File: src/rtl/onehot_decade_counter.sv
// One-hot decade counter digit: up/down stepping from an internal prescaler or a
// cascade carry, synchronous BCD load, wrap carry pulse and one-hot fault recovery.
module onehot_decade_counter #(
  parameter int unsigned DIV     = 50000000,
  parameter int unsigned DIV_W   = 26,
  parameter int unsigned CASCADE = 0
) (
  input  logic             clk,
  input  logic             reset_n,
  input  logic             en,
  input  logic             up,
  input  logic             cin,
  input  logic             load,
  input  logic [3:0]       load_val,
  output logic [9:0]       hot,
  output logic             cout,
  output logic             load_err,
  output logic             fault
);

  localparam int unsigned DIGITS = 10;

  logic [DIGITS-1:0] hot_q, hot_d;
  logic [DIGITS-1:0] cur_hot;
  logic [DIV_W-1:0]  pre_q, pre_d;
  logic              cout_q, cout_d;
  logic              err_q, err_d;
  logic              fault_q, fault_d;
  logic              tick_c;
  logic              step_c;
  logic              legal_c;

  // Single observation point of the digit state; all next-state logic reads this.
  assign cur_hot = hot_q;

  assign tick_c  = (pre_q == DIV_W'(DIV - 1));
  assign step_c  = en & ((CASCADE != 0) ? cin : tick_c);
  assign legal_c = (cur_hot != '0) && ((cur_hot & (cur_hot - DIGITS'(1))) == '0);

  always_ff @(posedge clk or negedge reset_n) begin
    if (!reset_n) begin
      hot_q   <= DIGITS'(1);
      pre_q   <= '0;
      cout_q  <= 1'b0;
      err_q   <= 1'b0;
      fault_q <= 1'b0;
    end else begin
      hot_q   <= hot_d;
      pre_q   <= pre_d;
      cout_q  <= cout_d;
      err_q   <= err_d;
      fault_q <= fault_d;
    end
  end

  // Priority: fault recovery, load, rejected load, step, hold.
  always_comb begin
    hot_d   = cur_hot;
    pre_d   = pre_q;
    cout_d  = 1'b0;
    err_d   = 1'b0;
    fault_d = fault_q;

    if (CASCADE != 0) begin
      pre_d = '0;
    end else if (en) begin
      pre_d = tick_c ? '0 : pre_q + DIV_W'(1);
    end

    if (!legal_c) begin
      hot_d   = DIGITS'(1);
      fault_d = 1'b1;
    end else if (load) begin
      pre_d = '0;
      if (load_val <= 4'd9) begin
        hot_d = DIGITS'(1) << load_val;
      end else begin
        err_d = 1'b1;
      end
    end else if (step_c) begin
      if (up) begin
        hot_d  = {cur_hot[DIGITS-2:0], cur_hot[DIGITS-1]};
        cout_d = cur_hot[DIGITS-1];
      end else begin
        hot_d  = {cur_hot[0], cur_hot[DIGITS-1:1]};
        cout_d = cur_hot[0];
      end
    end
  end

  assign hot      = cur_hot;
  assign cout     = cout_q;
  assign load_err = err_q;
  assign fault    = fault_q;

endmodule

File: config.mk
export PLATFORM = sky130hd
export DESIGN_NAME = onehot_decade_counter
export DESIGN_NICKNAME = d
export VERILOG_FILES = /design/src/rtl/onehot_decade_counter.sv
export SDC_FILE = /design/constraint.sdc
export NUM_CORES = 1
export LEC_CHECK = 0
export ABC_AREA = 1
export CORE_UTILIZATION = 50
export DETAILED_ROUTE_END_ITERATION = 12
export PLACE_DENSITY = 0.7
export SYNTH_ARGS = -nofsm -noshare
export SYNTH_HDL_FRONTEND = slang
export SYNTH_SLANG_ARGS = --single-unit
File: constraint.sdc
create_clock -name clk -period 2.8 [get_ports clk]
set_input_delay 0.56 -clock clk [delete_from_list [all_inputs] [get_ports clk]]
set_output_delay 0.56 -clock clk [all_outputs]
set_load 0.01 [all_outputs]
==> flow_summary.json, run 1 <==
{
  "combPwrFrac": 0.525,
  "syn_area_per_cell_um2": 7.11,
  "globalplace.congestion": 0.919,
  "cts_setup_buffers": 0,
  "dp_cells": 469,
  "holdWs_ns": 0.370,
  "max-vdd-ir-drop_mv": 0.605,
  "fin_setup_tns_ns": 0,
  "grt_pass1_wl_um": 10500,
  "clk_pin_slew_ns": 0.08,
  "cap_violations": 0,
  "avgRoutedWirePerCell_um": 13.1,
  "yosys.area_share.xor_xnor": 0.0481,
  "dp.final_hpwl_um": 4630,
  "grt_max_degree": 40,
  "insertion_delay_ns": 0.30,
  "rsz0062_at_grt": "no",
  "synth_top_area_frac": 0.348,
  "cts.sinks": 39,
  "antenna_left": 0,
  "synth-seq-cells": 39,
  "final_cells": 477,
  "cts_max_level": 2,
  "p_leak_nw": 1.52,
  "setup_viol": 0,
  "antenna_found_initial": 0,
  "intPower_mw": 1.25,
  "die_w_um": 75.9,
  "dieArea_mm2": 0.00576,
  "drtPass1Iterations": 6,
  "grt-ovfl-total": 0,
  "p_switching_mw": 1.19,
  "initial_core_util": 0.528,
  "worstHoldPathType": "in -> async",
  "hold_viol_final": 0,
  "critPathSlowestCell": "clkdlybuf4s50_1",
  "clock-root-buffer": "clkbuf_8",
  "synth-compound-area-share": 0.0766,
  "synthToLayoutAreaGrowth_pct": 12.2,
  "cts_tree": "built",
  "insertedDiodeCount": 0,
  "first_global_vias": 2360,
  "end_kind": "flop",
  "status": "complete, no violations",
  "slew_headroom": 0.422,
  "layout.cells.most_common_list": "84 x nand2_1, 60 x inv_1, 52 x nor2_1",
  "synthTopCellsByArea": "dfrtp_1 35%, nand2_1 12%, inv_1 8.3%",
  "cpPeakStageDelay_ns": 0.67,
  "netlist_area_mm2": 0.00273,
  "synth_warnings": 0,
  "crit_required_ns": 2.99,
  "fmax_mhz": 465,
  "via_per_inst": 5.16,
  "p_per_area_mw_per_mm2": 797,
  "drive_gt1_frac": 0.108,
  "layout_min_cycle_time_ns": 2.15,
  "drv_slew": 0,
  "critical_path.cell_chain": "clkdlybuf4s50_1 > nand2_1 > inv_1 > nand4_4 > nor2_2 > nand2_1 > nor2_1 > xor2_1 > nor2_2",
  "layout_commonest_cell": "nand2_1",
  "worst_clock_skew_ns": 0.00793,
  "routed_wl_um": 6230,
  "crit_arrival_ns": 2.34,
  "via_count": 2462,
  "cts_resized": 0,
  "path_class": "in -> reg",
  "num_rows": 26,
  "synth_simple_gate_area_frac": 0.411,
  "numCtsBuffers": 5,
  "critPathLaunchType": "input port",
  "port_buffers": 21,
  "p_sw_frac": 0.486,
  "clock_path_buffers": 2,
  "ctsHoldBuffers": 0,
  "synthCells": 384,
  "drt-initial-drc-count": 237,
  "drc": 0,
  "synth_fa_ha_area_frac": 0.00459,
  "fillers": 492,
  "tightestPinTransition_ns": 0.868,
  "synthMuxAreaShare": 0,
  "p_clk_frac": 0.154,
  "synth_top_area_cell": "dfrtp_1",
  "die_y_um": 75.9,
  "core-area_mm2": 0.00517,
  "synth_cell_types": 38,
  "synth_top_family_by_area": "simple AND/OR/NAND/NOR gates",
  "grt_usage": 0.242,
  "critical_path.max_fanout": 8,
  "nNetsFinal": 417,
  "syn_nets": 395,
  "finalCritPeriodShare": 0.767,
  "p_seq_frac": 0.322,
  "io_pins": 23,
  "ys_seq_area_frac": 0.358
}
synth_stat cells:
cell	instances
buf_4	1
o21ai_0	16
xnor2_1	3
clkbuf_1	1
nor2_2	14
nor2_8	1
nand2_4	3
a31oi_1	1
ha_1	1
buf_6	1
a21oi_1	5
or2_1	3
dfstp_2	1
nand3b_4	1
nand3_2	3
o31ai_1	1
buf_8	1
dfrtp_1	38
nor2_4	4
o21bai_1	1
nand3_1	32
nand2_2	3
nand3b_1	1
nor3_1	11
xor2_1	12
nand4_4	1
nand3_4	1
o22ai_1	7
inv_1	60
buf_2	3
nand2_1	84
o21ai_2	2
nand4_1	11
and2_1	1
o32ai_1	1
a21o_1	1
nor2_1	52
o21ai_1	1
flip-flops by register name, indices dropped and copies added, names as in the netlist:
| signal | flops |
|---|---|
| pre_q | 26 |
| hot | 10 |
| cout | 1 |
| fault | 1 |
| load_err | 1 |
routing by layer:
metal  vias to the layer above  wire length (um)  global-route usage
met5                         -                 0                   0
met4                         0                72              0.0658
met3                        10               265              0.0622
met2                        60              3050               0.420
met1                      1133              2840               0.298
li1                       1259                 -                   -
worst paths after layout:
| check | startpoint | end | slack, ns | depth (start not counted) |
|---|---|---|---|---|
| hold reg to reg | fault | fault | 0.47 | 1 |
| setup / recovery | en | pre_q[24] | 0.65 | 9 |
| hold / removal | reset_n | pre_q[20] | 0.37 | 1 |
| setup reg to reg | hot[1] | pre_q[11] | 0.76 | 10 |
| min in group clk | fault | fault | 0.47 | 1 |
| max in group asynchronous | reset_n | pre_q[11] | 1.88 | 1 |
through the flow:
stage	cell area [um2]	util	worst slack (ns)	power, mW
2_1_floorplan	2730	-	1.07	1.77
3_3_place_gp	2980	0.575	0.364	2.05
3_5_place_dp	2980	0.575	0.329	2.07
4_1_cts	3060	0.592	0.648	2.46
5_1_grt	3060	0.592	0.487	2.63
6_report	3060	0.592	0.651	2.44
area by class of cell:
type	instances	area (um2)	share of cell area
inverter	60	225	0.0736
timing repair buffer	22	213	0.0695
clock inverter	3	15.0	0.00491
multi-input combinational	278	1470	0.482
clock buffer	5	68.8	0.0225
sequential	39	977	0.319
tap	70	87.6	0.0286
power by group through the flow:
stage	Clock, mW	Combinational, mW	Sequential (mW)
final	0.375	1.28	0.785
after global routing	0.408	1.43	0.798
after CTS	0.389	1.29	0.783
after floorplan	0	0.992	0.779
after global placement	0	1.27	0.789
after detailed placement	0	1.28	0.792
logic make-up after synthesis:
| logic type | count (synthesis) |
|---|---|
| compound gates | 36 |
| xor+xnor | 15 |
| fa+ha+maj | 1 |
| buf+inv | 67 |
| flops | 39 |
| simple gates | 226 |
worst max-delay path, delay by kind of cell:
kind / cells / cell delay, ns
and+or+nand+nor: 6 / 0.81
buffers and inverters: 2 / 0.78
xor gates and xnor gates: 1 / 0.18
(Power assumes the default switching activity.)
==> inputs of run 2 (changes only) <==
==> constraint.sdc (replaced) <==
create_clock -name clk -period 2 [get_ports clk]
set_input_delay 0.4 -clock clk [delete_from_list [all_inputs] [get_ports clk]]
set_output_delay 0.4 -clock clk [all_outputs]
set_load 0.01 [all_outputs]
==> flow_summary.json, run 2 (synthesis results as in run 1) <==
{
  "antenna_left": 0,
  "final_util": 0.634,
  "drv_slew": 0,
  "drt-initial-drc-count": 166,
  "total_power_mw": 3.73,
  "numCtsBuffers": 5,
  "dp.final_hpwl_um": 4790,
  "p_leak_nw": 1.64,
  "finalCritPeriodShare": 0.919,
  "grt_max_degree": 21,
  "fmax_mhz": 544,
  "critical_path.cell_chain": "clkdlybuf4s50_1",
  "clock-root-buffer": "clkbuf_8",
  "port_buffers": 21,
  "nNetsFinal": 438,
  "p_switching_mw": 1.68,
  "initial_core_util": 0.528,
  "fillers": 472,
  "avgRoutedWirePerCell_um": 12.6,
  "crit_path_start": "hot[0]",
  "p_sw_frac": 0.452,
  "insertedDiodeCount": 0,
  "layout.cells.most_common_list": "84 x nand2_1, 60 x inv_1, 52 x nor2_1",
  "die_w_um": 75.9,
  "clk_pin_slew_ns": 0.08,
  "p_clk_frac": 0.186,
  "core-area_mm2": 0.00517,
  "via_per_inst": 5.17,
  "cts_tree": "built",
  "critical_path.max_fanout": 4,
  "route.met3.wl_um": 235,
  "cts_resized": 0,
  "grt_usage": 0.232,
  "wl_met1_um": 2760,
  "drtPass1Iterations": 4,
  "pre_cts_ws_ns": -0.00644,
  "cts_max_level": 2,
  "via_count": 2577,
  "p_per_area_mw_per_mm2": 1140,
  "largest_register_ffs": 26,
  "tightestPinTransition_ns": 0.492,
  "critPathLaunchType": "flop",
  "regMostFlops": "pre_q",
  "cpPeakStageDelay_ns": 0.59,
  "rsz0062_at_grt": "no",
  "clock_path_buffers": 2,
  "placed_area_mm2": 0.00314,
  "p_seq_frac": 0.287,
  "design_area_mm2": 0.00328,
  "intPower_mw": 2.04,
  "layout_min_cycle_time_ns": 1.84,
  "path_class": "reg -> out",
  "dieArea_mm2": 0.00576,
  "layout_commonest_cell": "nand2_1",
  "die_y_um": 75.9,
  "end_kind": "output pin",
  "drc": 0,
  "path_depth": 1,
  "num_rows": 26,
  "io_pins": 23,
  "highest_layer": "met4",
  "wl_met2_um": 3230,
  "crit_buf_inv": 1,
  "combPwrFrac": 0.527,
  "max-vdd-ir-drop_mv": 0.873,
  "routed_wl_um": 6290,
  "critPathSlowestCell": "dfstp_2",
  "hold_viol_final": 0,
  "status": "complete, no violations",
  "insertion_delay_ns": 0.29,
  "holdWs_ns": 0.0595,
  "antenna_found_initial": 0,
  "setup_viol": 0,
  "worstHoldPathType": "in -> async",
  "worstRegToRegCells": 11,
  "crit_arrival_ns": 1.44,
  "worst_clock_skew_ns": 0.0104,
  "cap_violations": 0,
  "synthToLayoutAreaGrowth_pct": 20.1,
  "critPathTopFamily": "flip-flops",
  "cts.sinks": 39,
  "crit_required_ns": 1.60,
  "grt-ovfl-total": 0,
  "grt_pass1_wl_um": 10100,
  "r2r-start": "pre_q[1]",
  "slew_headroom": 0.672,
  "first_global_vias": 2416,
  "worst_slack_ns": 0.163,
  "drive_gt1_frac": 0.152,
  "globalplace.congestion": 0.915
}
run 2: cell count changes in the layout (fill, tap and decap cells not counted), sizes merged:
cell,delta
clkbuf,+1
buf,+21
bufinv,+1
clkinv,-2
run 2: final timing paths:
check / endpoint / slack (ns)
worst min-delay path: pre_q[25] / 0.06
min in group clk: fault / 0.48
worst max register to register: hot[2] / 0.19
worst max-delay path: hot[0] / 0.16
max in group asynchronous: hot[3] / 1.47
worst min register to register: fault / 0.48
run 2: area by class of cell:
type                    instances  area, um2  share of cell area
flip-flops and latches         39        977               0.298
repair buffers                 43        395               0.121
multi-input cells             278       1470               0.450
inverters                      60        225              0.0687
clock inverters                 2       35.0              0.0107
well taps                      70       87.6              0.0267
clock buffers                   6       82.6              0.0252
run 2: metal layers:
metal | vias up | GRT usage
met5 | - | 0
met4 | 0 | 0.101
met3 | 8 | 0.0489
met2 | 67 | 0.415
met1 | 1200 | 0.266
li1 | 1302 | -
run 2: repair_timing:
action / 4_1_cts / 5_1_grt
setup buffers: 0 / 2
hold buffers: 0 / 0
hold endpoints to repair: 0 / 0
endpoints found under the setup margin: 0 / 1
run 2: stage by stage:
step / cells / TNS [ns]
3_3_place_gp: 488 / 0
3_5_place_dp: 488 / -0.00644
4_1_cts: 496 / 0
5_1_grt: 498 / 0
6_report: 498 / 0
2_1_floorplan: 384 / 0
run 2: power groups by stage:
stage	registers [mW]	clock network (mW)	logic [mW]
6_report	1.07	0.692	1.96
5_1_grt	1.09	0.737	2.17
4_1_cts	1.07	0.711	1.94
3_5_place_dp	1.09	0	1.94
3_3_place_gp	1.09	0	1.90
2_1_floorplan	1.09	0	1.39
